--- src/rtl/triumph_if_prefetch.sv ---
// Instruction-fetch stage: credit-limited memory requests, prefetch FIFO, branch redirect with response discard.
// Optional fetch counter enabled by defining TRIUMPH_IF_PERF_CNT_EN (adds perf_fetch_cnt_o).
module triumph_if_prefetch #(
  parameter logic [31:0] RESET_PC   = 32'h0000_0000,
  parameter int          FIFO_DEPTH = 2
) (
  input  logic        clk_i,
  input  logic        rst_i,
  output logic        instr_req_o,
  output logic [31:0] instr_addr_o,
  input  logic        instr_gnt_i,
  input  logic        instr_rvalid_i,
  input  logic [31:0] instr_rdata_i,
  input  logic        branch_i,
  input  logic [31:0] branch_target_i,
  input  logic        id_ready_i,
  output logic        instr_valid_id_o,
  output logic [31:0] instr_data_id_o,
  output logic [31:0] instr_pc_id_o
`ifdef TRIUMPH_IF_PERF_CNT_EN
  ,
  output logic [31:0] perf_fetch_cnt_o
`endif
);

  localparam int AW = (FIFO_DEPTH > 1) ? $clog2(FIFO_DEPTH) : 1;
  localparam int CW = AW + 2;
  localparam logic [CW-1:0] DEPTH_C = CW'(FIFO_DEPTH);

  logic [31:0]   mem_q [FIFO_DEPTH];
  logic [AW-1:0] rd_ptr_q, wr_ptr_q;
  logic [CW-1:0] fifo_cnt_q, out_q, disc_q;
  logic [CW-1:0] fifo_cnt_n, out_n, disc_n;
  logic [31:0]   addr_q, pc_q, data_last_q;
  logic          req_q;

  logic          hs, rsp_live, rsp_drop, push, pop, credit_n;
  logic [31:0]   target_aligned;
  logic          unused_target_lsb;

  assign unused_target_lsb = ^branch_target_i[1:0];
  assign target_aligned    = {branch_target_i[31:2], 2'b00};

  assign instr_req_o      = req_q & ~branch_i;
  assign instr_addr_o     = addr_q;
  assign instr_valid_id_o = (fifo_cnt_q != '0);
  assign instr_data_id_o  = instr_valid_id_o ? mem_q[rd_ptr_q] : data_last_q;
  assign instr_pc_id_o    = pc_q;

  always_comb begin
    hs       = instr_req_o & instr_gnt_i;
    rsp_live = instr_rvalid_i & (disc_q == '0);
    rsp_drop = instr_rvalid_i & (disc_q != '0);
    push     = rsp_live & ~branch_i;
    pop      = instr_valid_id_o & id_ready_i & ~branch_i;
    out_n      = out_q + CW'(hs) - CW'(rsp_live);
    disc_n     = disc_q - CW'(rsp_drop);
    fifo_cnt_n = fifo_cnt_q + CW'(push) - CW'(pop);
    // A redirect turns everything still in flight into responses to be thrown away
    if (branch_i) begin
      disc_n     = out_n + disc_n;
      out_n      = '0;
      fifo_cnt_n = '0;
    end
    credit_n = (out_n + disc_n + fifo_cnt_n) < DEPTH_C;
  end

  always_ff @(posedge clk_i or posedge rst_i) begin
    if (rst_i) begin
      req_q       <= 1'b0;
      addr_q      <= RESET_PC;
      pc_q        <= RESET_PC;
      data_last_q <= '0;
      rd_ptr_q    <= '0;
      wr_ptr_q    <= '0;
      fifo_cnt_q  <= '0;
      out_q       <= '0;
      disc_q      <= '0;
    end else begin
      req_q      <= credit_n;
      fifo_cnt_q <= fifo_cnt_n;
      out_q      <= out_n;
      disc_q     <= disc_n;
      if (branch_i) begin
        addr_q   <= target_aligned;
        pc_q     <= target_aligned;
        rd_ptr_q <= '0;
        wr_ptr_q <= '0;
      end else begin
        if (hs)   addr_q   <= addr_q + 32'd4;
        if (push) wr_ptr_q <= wr_ptr_q + AW'(1);
        if (pop) begin
          rd_ptr_q    <= rd_ptr_q + AW'(1);
          pc_q        <= pc_q + 32'd4;
          data_last_q <= mem_q[rd_ptr_q];
        end
      end
    end
  end

  // Storage needs no reset: entries are only visible once written
  always_ff @(posedge clk_i) begin
    if (push) mem_q[wr_ptr_q] <= instr_rdata_i;
  end

`ifdef TRIUMPH_IF_PERF_CNT_EN
  logic [31:0] perf_q;
  assign perf_fetch_cnt_o = perf_q;
  always_ff @(posedge clk_i or posedge rst_i) begin
    if (rst_i)    perf_q <= '0;
    else if (pop) perf_q <= perf_q + 32'd1;
  end
`endif

  a_no_overflow: assert property (@(posedge clk_i) disable iff (rst_i)
    !(instr_rvalid_i && (disc_q == '0) && (fifo_cnt_q == DEPTH_C)));

endmodule

--- config.mk ---
export PLATFORM = sky130hd
export DESIGN_NAME = triumph_if_prefetch
export DESIGN_NICKNAME = d
export VERILOG_FILES = /design/src/rtl/triumph_if_prefetch.sv
export SDC_FILE = /design/constraint.sdc
export NUM_CORES = 1
export LEC_CHECK = 0
export ABC_CLOCK_PERIOD_IN_PS = 5100
export CORE_AREA = 8 8 140 142
export DETAILED_ROUTE_END_ITERATION = 6
export DIE_AREA = 0 0 148 150
export PLACE_DENSITY = 0.73
export SLEW_MARGIN = 5
export SYNTH_ARGS = -nofsm -noshare
export SYNTH_HDL_FRONTEND = slang
export SYNTH_SLANG_ARGS = --single-unit
--- constraint.sdc ---
create_clock -name clk_i -period 5.1 [get_ports clk_i]
set_input_delay 1.53 -clock clk_i [delete_from_list [all_inputs] [get_ports clk_i]]
set_output_delay 1.53 -clock clk_i [all_outputs]
set_load 0.1 [all_outputs]
Word-level counts from Yosys, hierarchy flattened
Memories as Yosys holds them, arrays and structs flattened.
Index checks and enable logic that the tools add are counted.
{"block": "word_totals", "reg_bits": 108, "ram_bits": 64, "in_bits": 70, "out_inout_bits": 98, "wordCells": 52, "mem_count": 1}
{"block": "classes", "n_addsub": 12, "magnitude_cmp": 1, "mux": 14, "bitwise_logic": 8, "reduce_logical": 7}
{"name": "mem_q", "depth": 2, "width": 32, "rd": 1, "rd_clocked_by_memory_dff": 0, "write_ports": 1, "line": "30", "source": "logic [31:0] mem_q [FIFO_DEPTH];"}
{"cell": "$mux 32", "count": 5}
{"cell": "$add 32x3->32 const B", "count": 2}
{"cell": "$add 3x3->3", "count": 3}
{"cell": "$mux 3", "count": 3}
{"cell": "$sub 3x1->3", "count": 3}
{"cell": "$and 1x1->1", "count": 7}
{"cell": "$add 3x1->3", "count": 2}
{"cell": "$mux 1", "count": 6}
{"cell": "$reduce_bool 2->1", "count": 3}
{"cell": "$reduce_bool 3->1", "count": 2}
{"cell": "$logic_not 3->1", "count": 1}
{"cell": "$lt 3x2->1 const B", "count": 1}
{"cell": "$add 1x1->1 const B", "count": 2}
{"cell": "$reduce_and 2->1", "count": 1}
{"cell": "$not 1->1", "count": 1}

Longest topological paths before layout
{"block": "depth", "ltp_word": 10, "ltp_mapped": 19, "mapped_depth_nobuf": 18}

Worst setup path after synthesis
No wires, ideal clock.
{"block": "synth_path", "kind": "register -> output", "startpoint": "register fifo_cnt_q[1]", "endpoint": "output instr_data_id_o[22]", "arrival_time_ns": 3.292, "required_ns": 3.570, "slack_ns": 0.278, "path_stages_with_launch": 5, "path_buffers": 2, "path_cell_list": "dfrtp_1 or3_1 clkbuf_1 buf_1 a21oi_1"}
{"block": "synth_between", "elab_chain_cells": 2}
{"element": "start, declared", "line": "32", "source": "logic [CW-1:0] fifo_cnt_q, out_q, disc_q;"}
{"element": "start signal, assigned", "line": "81", "source": "fifo_cnt_q <= fifo_cnt_n;"}
{"element": "$reduce_bool 3->1", "line": "46", "source": "assign instr_valid_id_o = (fifo_cnt_q != '0);"}
{"element": "net instr_valid_id_o", "line": "17", "source": "output logic instr_valid_id_o,"}
{"element": "$mux 32", "line": "47", "source": "assign instr_data_id_o = instr_valid_id_o ? mem_q[rd_ptr_q] : data_last_q;"}
{"element": "end, declared", "line": "18", "source": "output logic [31:0] instr_data_id_o,"}
The timed path passes the listed nets, and every way through them passes these cells.

Final worst setup path
{"block": "layout_path", "startpoint": "input instr_gnt_i", "endpoint": "register req_q"}
{"block": "layout_between", "elab_chain_cells": 8, "word_cells_on_any_way": 9, "classes_between": "5 x add/sub; 1 x order compare; 2 x mux; 1 x bitwise"}
{"element": "start, declared", "line": "11", "source": "input logic instr_gnt_i,"}
{"element": "$and 1x1->1 *", "line": "51", "source": "hs = instr_req_o & instr_gnt_i;"}
{"element": "$add 3x1->3 *", "line": "56", "source": "out_n = out_q + CW'(hs) - CW'(rsp_live);"}
{"element": "$sub 3x1->3 *", "line": "56"}
{"element": "$add 3x3->3", "line": "61", "source": "disc_n = out_n + disc_n;"}
{"element": "$mux 3", "line": "60", "source": "if (branch_i) begin"}
{"element": "$add 3x3->3 * (2 in a row)", "line": "65", "source": "credit_n = (out_n + disc_n + fifo_cnt_n) < DEPTH_C;"}
{"element": "$lt 3x2->1 *", "line": "65"}
{"element": "net credit_n", "line": "37", "source": "logic hs, rsp_live, rsp_drop, push, pop, credit_n;"}
{"element": "end signal, assigned", "line": "80", "source": "req_q <= credit_n;"}
{"element": "end, declared", "line": "35", "source": "logic req_q;"}
Mark *: on every way through the listed nets, which the timed path passes. The rest lies on a longest branch.
A chain may end at the register's enable or synchronous reset.

==> impl_metrics.json <==
{
  "status": "completed",
  "arrival_ps": 5210,
  "root_buffer": "clkbuf_16",
  "antenna_found_initial": 0,
  "synth-edff-count": 64,
  "required_ps": 5430,
  "syn_avg_cell_area_um2": 11.7,
  "grt_max_degree": 66,
  "timing.rr.start": "disc_q[0]",
  "rsz0062_at_grt": "false",
  "htreeDepth": 4,
  "crit_type": "input port to flop",
  "grt_pass1_wl_um": 30700,
  "die_x_um": 148,
  "start_util_pct": 45.0,
  "drtIter0Drc": 307,
  "path_clk_slew_ps": 70,
  "rows": 49,
  "syn_inst": 677,
  "whs_path_depth": 2,
  "r2r-end": "req_q",
  "postCtsHoldBufs": 0,
  "final_common_cell": "clkdlybuf4s50_1",
  "post_cts_buffers": 0,
  "r2r_slack_ps": 1160,
  "period_minus_slack_ps": 4890,
  "slew_violations": 0,
  "ioPinCount": 168,
  "synth_async_sr_flop_share_pct": 61.9,
  "finalCritPeriodShare_pct": 95.8,
  "hold_end": "data_last_q[17]",
  "first_pass_iters": 4,
  "antenna_left": 0,
  "nets": 923,
  "ys_seq_elements": 168,
  "insertion_delay_ps": 420,
  "yosysUniqueCellTypes": 47,
  "drive_gt1_share_pct": 14.3,
  "hp-class": "flop to flop",
  "grt_pass1_vias": 5717,
  "fmax_ghz": 0.205,
  "cts_inserted_buffers": 17,
  "die_y_um": 150,
  "detail_route.wl_per_cell_um": 17.7,
  "setup_viol": 0,
  "crit_path_start": "instr_gnt_i",
  "dieArea_mm2": 0.0222,
  "place_congestion": 0.812,
  "yosysSeqAreaShare_pct": 57.3,
  "n_fill_cell": 1492,
  "multiInputGateArea_mm2": 0.00317,
  "ys_warn_count": 0,
  "finalHoldViolations": 0,
  "wl_um": 19200,
  "syn_area_mm2": 0.00789,
  "hold_path.startpoint": "data_last_q[17]",
  "cp_cell_sequence": "clkdlybuf4s50_1, nand3b_1, ha_1, inv_1, ha_1, inv_1, fa_1, inv_1, fa_1, mux2i_1, fa_1, inv_1, ha_1, xnor2_1, xnor3_1, xor3_1, nor2_1",
  "seq_area_mm2": 0.00453,
  "clockBufferDepth": 2,
  "area_delta_synth_final_pct": 30.7,
  "cts_num_sinks": 168,
  "crit_slowest_cell": "fa_1",
  "vias": 5583,
  "final_cell_mix": "127 x clkdlybuf4s50_1, 103 x dfrtp_1, 64 x edfxtp_1, 57 x nand2_1, 52 x nor2_1",
  "cp_slowest_stage_delay_ps": 540,
  "port_buffers": 161,
  "dp_hpwl_um": 13600,
  "ys.flop_type": "dfrtp_1",
  "end_kind": "flop",
  "viasPerCell": 5.17,
  "pre_cts_ws_ps": -270,
  "relSlewSlack_pct": 28.9,
  "core_mm2": 0.0175,
  "max_cap_viol_count": 0,
  "drc": 0,
  "crit_top_cell": "inv_1",
  "reg2reg_depth": 17,
  "crit_fanout": 2,
  "skew_ps": 10.6,
  "cp-start-kind": "input port",
  "cts_tree": "yes",
  "num_antenna_cells": 0,
  "setup_slack_ps": 212,
  "track_usage_pct": 17.7,
  "tightest_slew_ps": 1060,
  "gr-total-overflow": 0
}
-- worst max-delay path, delay by kind of cell --
| family | cells | cell delay [ps] |
|---|---|---|
| XOR/XNOR | 3 | 600 |
| buffers and inverters | 5 | 700 |
| AND/OR/NAND/NOR | 2 | 150 |
| adder cells (fa/ha/maj) | 6 | 2130 |
| multiplexers | 1 | 100 |
-- worst max-delay path by stage --
stage	slack, ps	endpoint
after floorplan	280	instr_data_id_o[22]
after global placement	-150	req_q
after detailed placement	-270	req_q
after CTS	210	req_q
after global routing	6	req_q
final	210	req_q
-- repair_timing --
item,in CTS,in global routing
setup endpoints to repair,0,1
hold endpoints to repair,0,0
gates resized for setup,0,1
-- stage by stage --
step,cell area [µm²],hold WS (ps),std cells,TNS [ps],util [%]
after detailed placement,9690,471,1048,-270,55.2
final,10300,482,1080,0,58.8
after global routing,10300,507,1080,0,58.8
after CTS,10300,486,1080,0,58.8
after floorplan,7900,451,680,0,-
after global placement,9690,461,1048,-155,55.2
-- layer usage --
layer / track usage (%) / wire length [µm] / vias to the layer above / part of all wire (%)
met5: 0 / 0 / - / 0
met4: 7.24 / 428 / 0 / 2.2
met3: 3.96 / 1020 / 26 / 5.3
met2: 29.6 / 9540 / 140 / 50
met1: 22.0 / 8180 / 2713 / 43
li1: - / - / 2704 / -
-- cell usage after synthesis, types with 5 or more instances --
cell type	count	area [µm²]
dfrtp_1	104	2600
edfxtp_1	64	1920
nand2_1	58	218
nor2_1	53	199
a21oi_1	39	195
mux2i_1	36	360
o21ai_0	35	175
xnor2_1	34	298
mux2_2	32	360
nand4_1	27	169
xor2_1	27	236
nand3_1	24	120
inv_1	20	75.1
clkbuf_1	19	71.3
ha_1	11	138
and3_1	9	56.3
a21boi_0	8	60.1
buf_1	7	26.3
nor3_1	7	35.0
nand2b_1	6	37.5
nor2b_1	6	37.5
and4_1	5	43.8
-- registers in the layout, summed over array words and instances (netlist names) --
register       count
fifo_cnt_q         3
rd_ptr_q           1
instr_pc_id_o     30
mem_q             64
out_q              3
req_q              1
disc_q             3
wr_ptr_q           1
instr_addr_o      30
data_last_q       32
-- logic make-up (layout without fill, tap and decap cells) --
kind of cell             after synthesis  in the layout  synth area share [%]
other                                  1              4                0.0475
adder cells (fa/ha/maj)               15             15                  2.76
AO/OA/AOI/OAI                         93             93                  6.52
XOR/XNOR                              65             65                  7.93
multiplexers                          68             68                  9.13
flip-flops                           168            168                  57.3
buffers and inverters                 54            225                  2.82
AND/OR/NAND/NOR                      213            213                  13.5
-- area by class of cell --
class | count | share of cell area (%)
clock buffers | 17 | 4.12
inverters | 20 | 0.752
well taps | 229 | 2.78
clock inverters | 15 | 1.98
repair buffers | 173 | 15.8
flip-flops and latches | 168 | 43.9
multi-input cells | 458 | 30.7
Power is left out: the tool's default activity adds up to more than one toggle a clock period on the data nets, which glitch-free logic cannot reach.
